==> config.mk <==
export PLATFORM = sky130hd
export DESIGN_NAME = regfile_wb_arbiter
export DESIGN_NICKNAME = d
export VERILOG_FILES = /design/src/rtl/regfile_wb_arbiter.sv
export SDC_FILE = /design/constraint.sdc
export NUM_CORES = 1
export LEC_CHECK = 0
export CAP_MARGIN = 5
export CORE_UTILIZATION = 42
export CTS_CLUSTER_DIAMETER = 120
export DETAILED_ROUTE_END_ITERATION = 12
export GPL_ROUTABILITY_DRIVEN = 0
export GPL_TIMING_DRIVEN = 0
export MAX_ROUTING_LAYER = met4
export PLACE_DENSITY_LB_ADDON = 0.2
export REMOVE_ABC_BUFFERS = 1
export SLEW_MARGIN = 20
export SYNTH_ARGS = -nofsm -noshare
export SYNTH_HDL_FRONTEND = slang
export SYNTH_SLANG_ARGS = --single-unit
==> constraint.sdc <==
create_clock -name clk -period 1.8 [get_ports clk]
set_input_delay 0.18 -clock clk [delete_from_list [all_inputs] [get_ports clk]]
set_output_delay 0.18 -clock clk [all_outputs]
set_load 0.005 [all_outputs]
==> src/rtl/regfile_wb_arbiter.sv <==
// Purpose : shares the register file's single write port between the ALU and LSU writeback paths and keeps a per-register busy scoreboard.
// Latency : a handshake in cycle N appears on rf_we/rf_waddr/rf_wdata in cycle N+1. The register file captures it at the end of N+1.
// Backpressure: ready depends only on the valid inputs and the arbitration state. A stalled requester holds rd/data until it is accepted.
//
// Build option: define WBARB_RR_EN to replace fixed LSU-over-ALU priority with
// a 1-bit round-robin pointer. The pointer resets to favour the LSU.
//
// Ports
//   clk, rst_n                         clock, asynchronous active-low reset
//   alu_valid/alu_ready/alu_rd/alu_data  ALU writeback request
//   lsu_valid/lsu_ready/lsu_rd/lsu_data  load writeback request
//   rsv_valid/rsv_ready/rsv_rd         destination reservation from decode
//                                      (rsv_ready low = WAW stall)
//   rf_we/rf_waddr/rf_wdata            registered register-file write port
//   busy                               scoreboard, bit r = write to r pending
//   wb_idle                            nothing reserved, nothing in flight
module regfile_wb_arbiter #(
    parameter int ADDR_WIDTH = 5,
    parameter int DATA_WIDTH = 32
) (
    input  logic                         clk,
    input  logic                         rst_n,

    input  logic                         alu_valid,
    output logic                         alu_ready,
    input  logic [ADDR_WIDTH-1:0]        alu_rd,
    input  logic [DATA_WIDTH-1:0]        alu_data,

    input  logic                         lsu_valid,
    output logic                         lsu_ready,
    input  logic [ADDR_WIDTH-1:0]        lsu_rd,
    input  logic [DATA_WIDTH-1:0]        lsu_data,

    input  logic                         rsv_valid,
    output logic                         rsv_ready,
    input  logic [ADDR_WIDTH-1:0]        rsv_rd,

    output logic                         rf_we,
    output logic [ADDR_WIDTH-1:0]        rf_waddr,
    output logic [DATA_WIDTH-1:0]        rf_wdata,

    output logic [(2**ADDR_WIDTH)-1:0]   busy,
    output logic                         wb_idle
);

    localparam int NREG = 2**ADDR_WIDTH;

    logic                  lsu_grant;
    logic                  alu_grant;
    logic                  wb_fire;
    logic [ADDR_WIDTH-1:0] wb_rd;
    logic [DATA_WIDTH-1:0] wb_data;

    logic [NREG-1:0]       busy_q;
    logic [NREG-1:0]       busy_next;
    logic                  rsv_fire;

    // ------------------------------------------------------------------
    // Arbitration
    // ------------------------------------------------------------------
`ifdef WBARB_RR_EN
    // fav_lsu=1 means the LSU wins the next tie.
    logic fav_lsu;

    always_comb begin
        lsu_grant = lsu_valid && (!alu_valid || fav_lsu);
        alu_grant = alu_valid && (!lsu_valid || !fav_lsu);
    end

    // After any grant, the other requester wins the next tie. This covers
    // the single-requester case too. The pointer holds on idle cycles.
    always_ff @(posedge clk or negedge rst_n) begin
        if (!rst_n) begin
            fav_lsu <= 1'b1;
        end else if (lsu_grant) begin
            fav_lsu <= 1'b0;
        end else if (alu_grant) begin
            fav_lsu <= 1'b1;
        end
    end
`else
    // Fixed priority. Loads win, because the pipeline never issues loads
    // back-to-back for unbounded time.
    always_comb begin
        lsu_grant = lsu_valid;
        alu_grant = alu_valid && !lsu_valid;
    end
`endif

    assign lsu_ready = lsu_grant;
    assign alu_ready = alu_grant;

    assign wb_fire = lsu_grant || alu_grant;
    assign wb_rd   = lsu_grant ? lsu_rd   : alu_rd;
    assign wb_data = lsu_grant ? lsu_data : alu_data;

    // ------------------------------------------------------------------
    // Registered write port
    // A write to x0 is accepted but never enables the register file.
    // The address and data hold when idle, so the port only toggles on
    // real transfers.
    // ------------------------------------------------------------------
    always_ff @(posedge clk or negedge rst_n) begin
        if (!rst_n) begin
            rf_we    <= 1'b0;
            rf_waddr <= '0;
            rf_wdata <= '0;
        end else if (wb_fire) begin
            rf_we    <= (wb_rd != '0);
            rf_waddr <= wb_rd;
            rf_wdata <= wb_data;
        end else begin
            rf_we    <= 1'b0;
        end
    end

    // ------------------------------------------------------------------
    // Destination scoreboard
    // The clear happens on the edge where the register file captures the
    // data. A reader that sees busy=0 therefore sees the new value.
    // A same-index set on that edge belongs to a younger instruction, so it
    // is applied after the clear and wins.
    // ------------------------------------------------------------------
    assign rsv_ready = (rsv_rd == '0) || !busy_q[rsv_rd];
    assign rsv_fire  = rsv_valid && rsv_ready && (rsv_rd != '0);

    always_comb begin
        busy_next = busy_q;
        if (rf_we) begin
            busy_next[rf_waddr] = 1'b0;
        end
        if (rsv_fire) begin
            busy_next[rsv_rd] = 1'b1;
        end
        busy_next[0] = 1'b0;
    end

    always_ff @(posedge clk or negedge rst_n) begin
        if (!rst_n) begin
            busy_q <= '0;
        end else begin
            busy_q <= busy_next;
        end
    end

    assign busy    = busy_q;
    assign wb_idle = (busy_q == '0) && !rf_we && !alu_valid && !lsu_valid;

endmodule

==> reports/qor.txt <==
Result of the run -> finished, violations left
Violated checks -> negative setup slack
Count of distinct cell types in the synthesized netlist -> 34
Top delay family on crit path -> multiplexers
Detailed-route vias per instance -> 5.614
Worst Setup End Kind -> output port
Least-Margin Pin Slew -> 0.5946 ns
Initial detailed-routing violation count -> 180
Period utilization -> 116.3%
Total power density per cell area -> 1018 mW/mm^2
Boundary Pins -> 158
Count of TritonRoute iterations in the first routing pass -> 4
H-tree Lvls -> 3
Floorplan die area -> 0.008710 mm^2
Half-perimeter wire length of the detailed placement result -> 7.603 mm
Worst-skew pair later-pin latency -> 0.34 ns
Post-layout power -> 0.005582 W
Total global-route track usage -> 26.88%
Utilization of the core after routing -> 69.53%
Via count of the first global-routing pass -> 3504
RSZ-0062 raised after global routing -> true
Data arrival time at the worst-slack endpoint -> 1.91 ns
Category of the most critical setup path -> reg -> out
Average instance area after synthesis -> 10.21 um^2
Bufs and invs on worst path -> 2
Area inside the core boundary -> 0.007888 mm^2
Total routed wirelength -> 10.53 mm
Share of post-route cells with drive strength above 1 -> 12.16%
R2R setup slack -> 0.04 ns
Vert. Die Dim -> 93.33 um
Post-Syn Area -> 0.003503 mm^2
Cts bufs inserted -> 9
Number of buffers inserted by port buffering -> 156
Total overflow reported by the global router -> 0
Worst setup skew after layout -> 0.004467 ns
Cell at the root of the clock tree -> sky130_fd_sc_hd__clkbuf_8
Final min period -> 2.093 ns
Total vias in the final route -> 3436
Static leakage -> 2.249 nW
Largest net degree at the start of global routing -> 54
CTS tree -> done
CP Launch Type -> flop
Count of nets after finishing -> 590
Slowest cell on the critical path -> sky130_fd_sc_hd__mux4_2
Worst slack after detailed placement -> -1.471 ns
Crit-path max cell delay -> 0.44 ns
Starting utilization of the core area -> 44.42%
Worst slew margin relative to its limit -> 60.36%
Seq/Total Area, Yosys -> 49.29%
Maximum root-to-sink buffer count -> 2
Ant diodes -> 0
Number of synthesized flops with an enable pin -> 0
Number of antenna violations at the first check in global routing -> 0
Crit Path Max Fanout -> 4
Worst endpoint required time -> 1.62 ns
Max frequency -> 477.8 MHz
Critical path cell sequence -> buf_4 > mux4_2 > nand2b_1 > a21oi_2 > nor4_4 > buf_2
Post-CTS clock slew at the launch and capture registers of the worst setup and hold paths -> 0.07 ns
Number of standard-cell rows in the floorplan -> 32
Post-Synthesis Cells -> 343
Yosys Warn Count -> 0
Startpoint of the most critical register-to-register path -> busy[14]
End of the worst register-to-register path -> busy[10]
Final hold viol count -> 0
Detailed-route DRC error count -> 0
First-pass GRT wire length -> 17.36 mm
Top FF cell, synth -> sky130_fd_sc_hd__dfrtp_1
Number of register bits inferred by synthesis -> 69
Placed cell areas -> 0.005137 mm^2
Clock sinks -> 69
Area growth from synthesis to layout -> 56.54%
Antenna viol nets, final -> 0
Cells on worst reg2reg path -> 5
Non-Filler Cell Area, Final -> 0.005484 mm^2
Routed wire per std cell -> 17.21 um
Async set or reset register ratio after synthesis -> 100.0%
Final Max Tran Viols -> 0
Worst voltage drop across the vdd grid -> 0.0003947 V
Class of the most critical hold timing path -> in -> async
Die width -> 93.33 um
Worst-case setup margin in the final layout -> -0.2929 ns
Reported max-cap violation count -> 0
Final count of negative-setup-slack endpoints -> 2
[area by class of cell]
class,count,area (um^2)
Clock buffer,10,137.6
Clock inverter,5,27.53
Fill cell,625,2404
Inverter,1,3.754
Multi-Input combinational cell,250,1720
Sequential cell,69,1728
Tap cell,102,127.6
Timing Repair Buffer,175,1739
[how the worst max path moves through the flow]
stage	start	to	slack [ns]	depth (start not counted)
2_1_floorplan	busy[15]	rsv_ready	0.11	4
3_3_place_gp	alu_valid	wb_idle	-2.08	6
3_5_place_dp	rsv_rd[0]	rsv_ready	-1.47	6
4_1_cts	busy[14]	wb_idle	-0.29	6
5_1_grt	busy[5]	rsv_ready	-0.40	6
6_report	busy[5]	rsv_ready	-0.29	6
[report_power, final]
part	switching (W)	internal (W)
sequential	0.000402	0.00193
combinational	0.000784	0.00138
clock	0.000564	0.000519
[worst register-to-register path, cell delays in order, from the launching register on]
cell	delay [ns]
sky130_fd_sc_hd__dfrtp_1	0.40
sky130_fd_sc_hd__mux4_2	0.46
sky130_fd_sc_hd__and3_4	0.19
sky130_fd_sc_hd__a21o_4	0.19
sky130_fd_sc_hd__buf_4	0.17
sky130_fd_sc_hd__o31ai_2	0.24
[layout by cell type, fill, tap and decap left out, types with 3 or more instances in the layout]
cell type                         instances
sky130_fd_sc_hd__mux4_2                   6
sky130_fd_sc_hd__clkbuf_8                10
sky130_fd_sc_hd__nand3b_1                 9
sky130_fd_sc_hd__dfrtp_1                 68
sky130_fd_sc_hd__nor2_1                   6
sky130_fd_sc_hd__clkdlybuf4s50_1        148
sky130_fd_sc_hd__nor4_1                   4
sky130_fd_sc_hd__or3_1                    5
sky130_fd_sc_hd__nor4_2                   3
sky130_fd_sc_hd__nand3_1                  3
sky130_fd_sc_hd__buf_2                    4
sky130_fd_sc_hd__buf_4                   15
sky130_fd_sc_hd__o31ai_1                  7
sky130_fd_sc_hd__nand2_1                 42
sky130_fd_sc_hd__or3b_2                   3
sky130_fd_sc_hd__o21ai_0                 92
sky130_fd_sc_hd__nand2b_1                 3
sky130_fd_sc_hd__mux2_2                   3
sky130_fd_sc_hd__clkinv_2                 4
sky130_fd_sc_hd__mux2i_1                 41
[cell usage after synthesis, drive strengths merged (3+ instances only)]
master,instances,share of area (%)
clkbuf,14,1.5
or3,5,0.89
mux2,3,0.96
nand2,42,4.5
nor4,9,1.8
mux4,7,4.7
nand2b,3,0.54
nand3b,9,1.9
o31ai,9,1.9
a21oi,3,0.43
mux2i,41,12
o21ai,92,13
nor2,6,0.64
dfrtp,69,49
buf,9,1.9
or3b,5,1.3
nand3,3,0.43
[kinds of logic after synthesis]
family,after synthesis,share of synthesized area (%)
AOI/OAI and AO/OA,107,16.11
buffers and inverters,24,3.464
DFF,69,49.29
muxes,51,17.39
other,1,0.1070
and+or+nand+nor,91,13.64
[through the flow]
step	instances	hold WS [ns]	setup TNS, ns
floorplan	320	-0.1156	0
global placement	578	0.5380	-192.67
detailed placement	581	0.06862	-24.39
CTS	609	0.2360	-0.5794
global route	612	0.2656	-0.6919
finish	612	0.2467	-0.4823
[per-layer routing]
layer  vias to the layer above  global-route usage [%]  wire, um
met3                        18                   7.967      1038
met4                         0                   8.846       164
li1                       1576                       -         -
met5                         -                       -         0
met1                      1648                   32.50      4192
met2                       194                   43.26      5136
[what timing repair did]
action / 4_1_cts / 5_1_grt
endpoints found under the setup margin: 31 / 4
pin swaps: 6 / 1
hold buffers: 1 / 0
buffers inserted: 12 / 3
gates resized for setup: 30 / 2
hold endpoints to repair: 16 / 0
[registers in the layout, indices dropped and copies added (netlist names)]
signal    cells
rf_we         1
busy         31
rf_wdata     32
rf_waddr      5
Power figures use the tool's default switching activity.
